--- src/rtl/asi_reg_arb.sv ---
// Round-robin arbiter sharing one single-ported register bank between the
// register-write and register-read channels; one access in flight at a time.
module asi_reg_arb #(
  parameter int AXI_SW     = 3,
  parameter int REG_AW     = 20,
  parameter int REG_DW     = 32,
  parameter int REG_WSTRBW = REG_DW/8,
  parameter int L          = $clog2(REG_DW/8),
  parameter int TIMEOUT    = 16,
  parameter int TO_W       = $clog2(TIMEOUT+1)
) (
  input  logic                  clk,
  input  logic                  rst,
  input  logic [AXI_SW-1:0]     s_wsize,
  input  logic [REG_AW-1:L]     s_waddr,
  input  logic [REG_DW-1:0]     s_wdata,
  input  logic [REG_WSTRBW-1:0] s_wstrb,
  input  logic                  s_wvalid,
  output logic                  s_wready,
  output logic                  s_werr,
  input  logic [AXI_SW-1:0]     s_rsize,
  input  logic [REG_AW-1:L]     s_raddr,
  input  logic                  s_rvalid,
  output logic                  s_rready,
  output logic [REG_DW-1:0]     s_rdata,
  output logic                  s_rerr,
  output logic                  m_req,
  output logic                  m_we,
  output logic [REG_AW-1:L]     m_addr,
  output logic [REG_DW-1:0]     m_wdata,
  output logic [REG_WSTRBW-1:0] m_wstrb,
  input  logic [REG_DW-1:0]     m_rdata,
  input  logic                  m_ack,
  output logic                  busy
);

  localparam int CW = (TO_W < 1) ? 1 : TO_W;

  typedef enum logic [2:0] {IDLE, WR, RD, DONE_W, DONE_R} state_t;

  state_t                r_state, w_nxt;
  logic                  r_pri_wr, r_err, r_we;
  logic [REG_AW-1:L]     r_addr;
  logic [REG_DW-1:0]     r_wdata, r_rdata;
  logic [REG_WSTRBW-1:0] r_wstrb;
  logic [CW-1:0]         r_cnt;

  logic w_gnt_wr, w_gnt_rd, w_size_ok, w_timeout;

  always_comb begin
    w_gnt_wr  = s_wvalid && (!s_rvalid || r_pri_wr);
    w_gnt_rd  = s_rvalid && !w_gnt_wr;
    w_size_ok = w_gnt_wr ? (s_wsize == AXI_SW'(L)) : (s_rsize == AXI_SW'(L));
    w_timeout = (TIMEOUT != 0) && (r_cnt == CW'(TIMEOUT-1));
  end

  // State register plus the datapath latched alongside it
  always_ff @(posedge clk) begin
    if (rst) begin
      r_state  <= IDLE;
      r_pri_wr <= 1'b1;
      r_err    <= 1'b0;
      r_we     <= 1'b0;
      r_addr   <= '0;
      r_wdata  <= '0;
      r_wstrb  <= '0;
      r_rdata  <= '0;
      r_cnt    <= '0;
    end else begin
      r_state <= w_nxt;
      case (r_state)
        IDLE: if (w_gnt_wr || w_gnt_rd) begin
          r_pri_wr <= w_gnt_rd;
          r_we     <= w_gnt_wr;
          r_addr   <= w_gnt_wr ? s_waddr : s_raddr;
          r_wdata  <= w_gnt_wr ? s_wdata : '0;
          r_wstrb  <= w_gnt_wr ? s_wstrb : '0;
          r_cnt    <= '0;
          r_err    <= !w_size_ok;
          if (w_gnt_rd && !w_size_ok) r_rdata <= '0;
        end
        WR, RD: begin
          if (m_ack) begin
            r_err <= 1'b0;
            if (r_state == RD) r_rdata <= m_rdata;
          end else if (w_timeout) begin
            r_err <= 1'b1;
            if (r_state == RD) r_rdata <= '0;
          end else if (TIMEOUT != 0) begin
            r_cnt <= r_cnt + 1'b1;
          end
        end
        default: ;
      endcase
    end
  end

  always_comb begin
    w_nxt = r_state;
    case (r_state)
      IDLE: begin
        if (w_gnt_wr)      w_nxt = w_size_ok ? WR : DONE_W;
        else if (w_gnt_rd) w_nxt = w_size_ok ? RD : DONE_R;
      end
      WR:      if (m_ack || w_timeout) w_nxt = DONE_W;
      RD:      if (m_ack || w_timeout) w_nxt = DONE_R;
      DONE_W:  w_nxt = IDLE;
      DONE_R:  w_nxt = IDLE;
      default: w_nxt = IDLE;
    endcase
  end

  // Outputs decode flops only; nothing from s_* or m_ack reaches them directly
  always_comb begin
    m_req    = (r_state == WR) || (r_state == RD);
    m_we     = r_we;
    m_addr   = r_addr;
    m_wdata  = r_wdata;
    m_wstrb  = r_wstrb;
    s_wready = (r_state == DONE_W);
    s_rready = (r_state == DONE_R);
    s_werr   = (r_state == DONE_W) && r_err;
    s_rerr   = (r_state == DONE_R) && r_err;
    s_rdata  = r_rdata;
    busy     = (r_state != IDLE);
  end

endmodule
--- config.mk ---
export PLATFORM = sky130hd
export DESIGN_NAME = asi_reg_arb
export DESIGN_NICKNAME = d
export VERILOG_FILES = /design/src/rtl/asi_reg_arb.sv
export SDC_FILE = /design/constraint.sdc
export NUM_CORES = 1
export LEC_CHECK = 0
export CAP_MARGIN = 20
export CORE_ASPECT_RATIO = 0.8
export CORE_MARGIN = 4
export CORE_UTILIZATION = 39
export DETAILED_ROUTE_END_ITERATION = 10
export GPL_ROUTABILITY_DRIVEN = 0
export PLACE_DENSITY = 0.8
export SYNTH_ARGS = -nofsm -noshare
export SYNTH_HDL_FRONTEND = slang
export SYNTH_SLANG_ARGS = --single-unit
--- constraint.sdc ---
create_clock -name clk -period 2.9 [get_ports clk]
set_input_delay 0.29 -clock clk [delete_from_list [all_inputs] [get_ports clk]]
set_output_delay 0.29 -clock clk [all_outputs]
set_load 0.1 [all_outputs]
**Word level (Yosys, flattened, before mapping)**

Cells that the tools add are included.
Widths: inputs -> output; s select.

- Reduce and logical (&&, ||, !) cells: 21
- Muxes and demuxes: 26
- Eq/ne operators: 16
- Add/subtract/negate cells: 1

Operator list:

| kind | number |
|---|---|
| $mux 32 | 7 |
| $pmux 32 s2 | 1 |
| $mux 18 | 1 |
| $mux 3 | 5 |
| $mux 5 | 3 |
| $eq 3x2->1 const B | 4 |
| $ne 2x2->1 const B | 6 |
| $pmux 5 s2 | 1 |
| $pmux 3 s3 | 1 |
| $ne 3x3->1 const B | 2 |
| $reduce_and 3->1 | 2 |
| $add 5x1->5 const B | 1 |
| $eq 5x4->1 const B | 1 |
| $logic_and 1x1->1 | 5 |
| $reduce_and 5->1 | 1 |
| $logic_or 1x1->1 | 4 |
| $mux 1 | 4 |
| $mux 4 | 1 |
| $reduce_and 4->1 | 1 |
| $eq 3x1->1 const B | 1 |
| $eq 3x3->1 const B | 1 |
| $logic_not 1->1 | 3 |
| $logic_not 3->1 | 1 |
| $reduce_bool 3->1 | 1 |
| 6 further kinds | 6 |

- Input port bits: 115
- Logic and storage cells: 73
- Register bits: 97
- Output and inout port bits: 93

**Longest topological paths before layout**

- Depth in word-level cells: 9
- Mapped depth: 10
- Depth with buffers taken out: 7

**Worst setup path after synthesis**

No wires, ideal clock.

- Kind: flip-flop to output port
- Start point: register r_state[1]
- End point: output s_werr
- Required time: 2610 ps
- Arrival: 2700 ps
- Buffers on the path: 1
- Path slack: -90 ps
- Cell stages (with the launch flop): 5
- Cells stage by stage: dfxtp_1 > buf_4 > nand2_1 > nor2_1 > and2_1

- Longest elaborated chain between the ends: 2

RTL lines:

| what | RTL line | text |
|---|---|---|
| from (decl) | 41 | `state_t r_state, w_nxt;` |
| from (signal assigned) | 70 | `r_state <= w_nxt;` |
| $eq 3x2->1 | - |  |
| via s_wready | 19 | `output logic s_wready,` |
| $logic_and 1x1->1 | 122 | `s_werr = (r_state == DONE_W) && r_err;` |
| to (decl) | 20 | `output logic s_werr,` |

The timed path passes the listed nets, and every way through them passes these cells.

**Worst setup path in the final report**

- Start point: register r_cnt[0]
- End point: register r_rdata[9] (netlist: s_rdata[9])

- Longest elaborated chain between the ends: 3

RTL lines:

| what | RTL line | text |
|---|---|---|
| from (decl) | 46 | `logic [CW-1:0] r_cnt;` |
| from (signal assigned) | 90 | `r_cnt <= r_cnt + 1'b1;` |
| $eq 5x4->1 | 54 | `w_timeout = (TIMEOUT != 0) && (r_cnt == CW'(TIMEOUT-1));` |
| $ne 3x3->1 (no source line) | - |  |
| $reduce_and 5->1 (no source line) | - |  |
| to (signal assigned) | 85 | `if (r_state == RD) r_rdata <= m_rdata;` |
| to (decl) | 44 | `logic [REG_DW-1:0] r_wdata, r_rdata;` |

No other way between the ends.
A chain may end at the register's enable or synchronous reset.

==> qor.yml <==
num_io_pins: 208
synth_compound_area_share_pct: 15.6
cts-root-buf: "clkbuf_16"
clock_sinks: 97
fin_skew_ns: 0.0120
placed_cell_area_um2: 5840
yosysTopAreaCell: "dfxtp_1"
crit_start: "r_cnt[0]"
cp-end-kind: "flop"
synth_top_area_share_pct: 49.1
synthesis.nets: 525
fin_setup_tns_ns: 0
relSlewSlack_pct: 59.2
cts-resized-gates: 0
numCtsBuffers: 9
reg2reg_from: "r_cnt[0]"
finalInstanceArea_um2: 6160
avgViaCountPerCell: 4.89
dieArea_um2: 11800
powerDensity_nw_per_um2: 948
outcome: "finished, final reports clean"
grt_max_degree: 41
synth_top_family_by_area: "simple AND/OR/NAND/NOR gates"
grtUsageTotal_pct: 18.6
hold_viol: 0
critical_path_class: "reg2reg"
nets: 718
synth_area_um2: 3950
drt-initial-drc-count: 231
firstDrtPassIters: 4
fin_crit_sh_pct: 75.1
synth_cells: 407
reg2reg_slack_ns: 0.72
core_um2: 9770
setup_violations: 0
postCtsSetupBuffers: 0
area_delta_synth_final_pct: 55.9
yosysWarnings: 0
hold_path.class: "reg2reg"
dieHeight_um: 98.0
cts_tree: "done"
ys_seq_area_share_pct: 49.1
vdd_drop_max_uv: 556
drive_gt1_share_pct: 21.3
synth_xor_area_share_pct: 0.633
synthSimpleGateAreaFrac_pct: 20.1
max_slew.worst_pin.slew_ns: 0.612
wire_per_inst_um: 15.3
crit_arrival_ns: 2.39
drcViolationCount: 0
nFillCells: 833
grt_pass1_wl_um: 18000
antenna_found_initial: 0
io_buffers: 207
grt_setup_unrepaired: "no"
clk_latency_ns: 0.34
clk_pin_slew_worst_paths_ns: 0.07
cts.path.max_buffers: 2
leakage_nw: 2.56
cts_htree_levels: 3
wl_um: 11400
overflow: 0
synth.distinct_cells: 46
synthTopCellsByArea: "dfxtp_1, mux2i_1, a22o_1"
totalPowerFinal_mw: 5.84
syn_avg_cell_area_um2: 9.71
hold_buffers: 0
initial_core_util_pct: 40.5
synth_fa_ha_area_share_pct: 0.950
cp_max_fo: 32
crit_end: "s_rdata[9]"
first_global_vias: 3610
cap_violations: 0
worstSetupStartpointType: "flop"
placementRows: 32
fin_crit_ns: 2.18
dp_hpwl_um: 8350
timing.fmax_mhz: 459
crit_required_ns: 3.11
holdPathStages: 2
r2r-end: "s_rdata[9]"
maxSlewViolCount: 0
fp.dieW_um: 121
rr_worst_depth: 8
diodes: 0
synth_mux_area_share_pct: 8.36
vias: 3623
ant_nets: 0
ys_seq_elements: 97
[metal layers]
| metal | wire length (µm) | GRT usage [%] |
|---|---|---|
| met5 | 0 | 0 |
| met4 | 95 | 5.49 |
| met3 | 947 | 6.43 |
| met2 | 5300 | 31.0 |
| met1 | 5010 | 22.8 |
[worst max-delay path: stages, from the launching register on]
cell	delay (ns)
dfxtp_1	0.34
ha_1	0.24
and3_1	0.20
ha_1	0.17
or3_4	0.35
or2_4	0.25
o311a_2	0.15
buf_12	0.19
mux2i_1	0.15
[cell usage after synthesis, drive strengths merged]
library cell   n
nor4b          1
xnor2          2
nand2         75
a2bb2oi        1
nor3b          2
o21ai          2
ha             3
nor3           3
nand3          2
o2111ai        1
o211a          1
dfxtp         97
a21o           2
a311oi        18
a31oi          1
buf           16
and3           3
nand3b         1
nor2          30
nor4           2
a21boi         1
nand2b        33
a2111oi        1
mux2i         33
a21oi          8
o311a          1
or3            2
nand4b         1
or2            3
a32oi          3
a22o          33
clkbuf        15
o211ai         1
and2           3
o22ai          1
inv            5
[per-stage QoR]
stage               utilization [%]  setup slack, ns  hold slack, ns  std cells
floorplan                         -            0.414           0.416        407
global placement               59.8            0.741           0.439        725
detailed placement             59.8            0.677           0.453        725
CTS                            63.1            0.727           0.463        741
global route                   63.1            0.634           0.493        741
finish                         63.1            0.722           0.459        741
[cells by family (layout without fill, tap and decap cells)]
group | Yosys count | after routing
AOI/OAI and AO/OA | 75 | 75
buffers and inverters | 36 | 234
muxes | 33 | 33
DFF | 97 | 97
xor gates and xnor gates | 2 | 2
adders and majority gates | 3 | 3
and+or+nand+nor | 161 | 161
[worst min-delay path by stage]
stage	startpoint	slack [ns]	endpoint
after floorplan	s_wdata[0]	0.42	m_wdata[0]
after global placement	r_cnt[4]	0.44	r_cnt[4]
after detailed placement	r_cnt[4]	0.45	r_cnt[4]
after CTS	r_cnt[4]	0.46	r_cnt[4]
after global routing	m_wdata[27]	0.49	m_wdata[27]
final	r_cnt[4]	0.46	r_cnt[4]
[registers in the layout (all words and copies together), names as in the netlist]
signal / count
r_state: 3
m_addr: 18
s_rdata: 32
r_cnt: 5
m_we: 1
r_err: 1
m_wstrb: 4
r_pri_wr: 1
m_wdata: 32
[where the power goes]
group	total, mW	switching [mW]	leakage [nW]	internal (mW)
clock	1.28	0.517	0.153	0.761
combinational	2.87	2.11	1.61	0.757
sequential	1.70	0.153	0.792	1.54
[cells in the final DEF, fill, tap and decap left out, types with 3 or more instances in the layout]
cell	n
a32oi_1	3
and3_1	3
clkdlybuf4s50_1	113
a311oi_1	18
clkbuf_16	9
a21oi_1	7
nand2_1	75
ha_1	3
inv_1	3
and2_1	3
nor2_1	28
dfxtp_1	97
buf_4	98
mux2i_1	33
a22o_1	33
nand2b_1	33
[layout make-up]
type	instances	area [µm²]	area share, %
inverter	5	18.8	0.305
tap	136	170	2.76
clock inverter	6	90.1	1.46
multi-input combinational	274	1820	29.5
timing repair buffer	213	1890	30.7
clock buffer	10	229	3.72
sequential	97	1940	31.5
No activity file was read; power rests on OpenSTA's default activity.
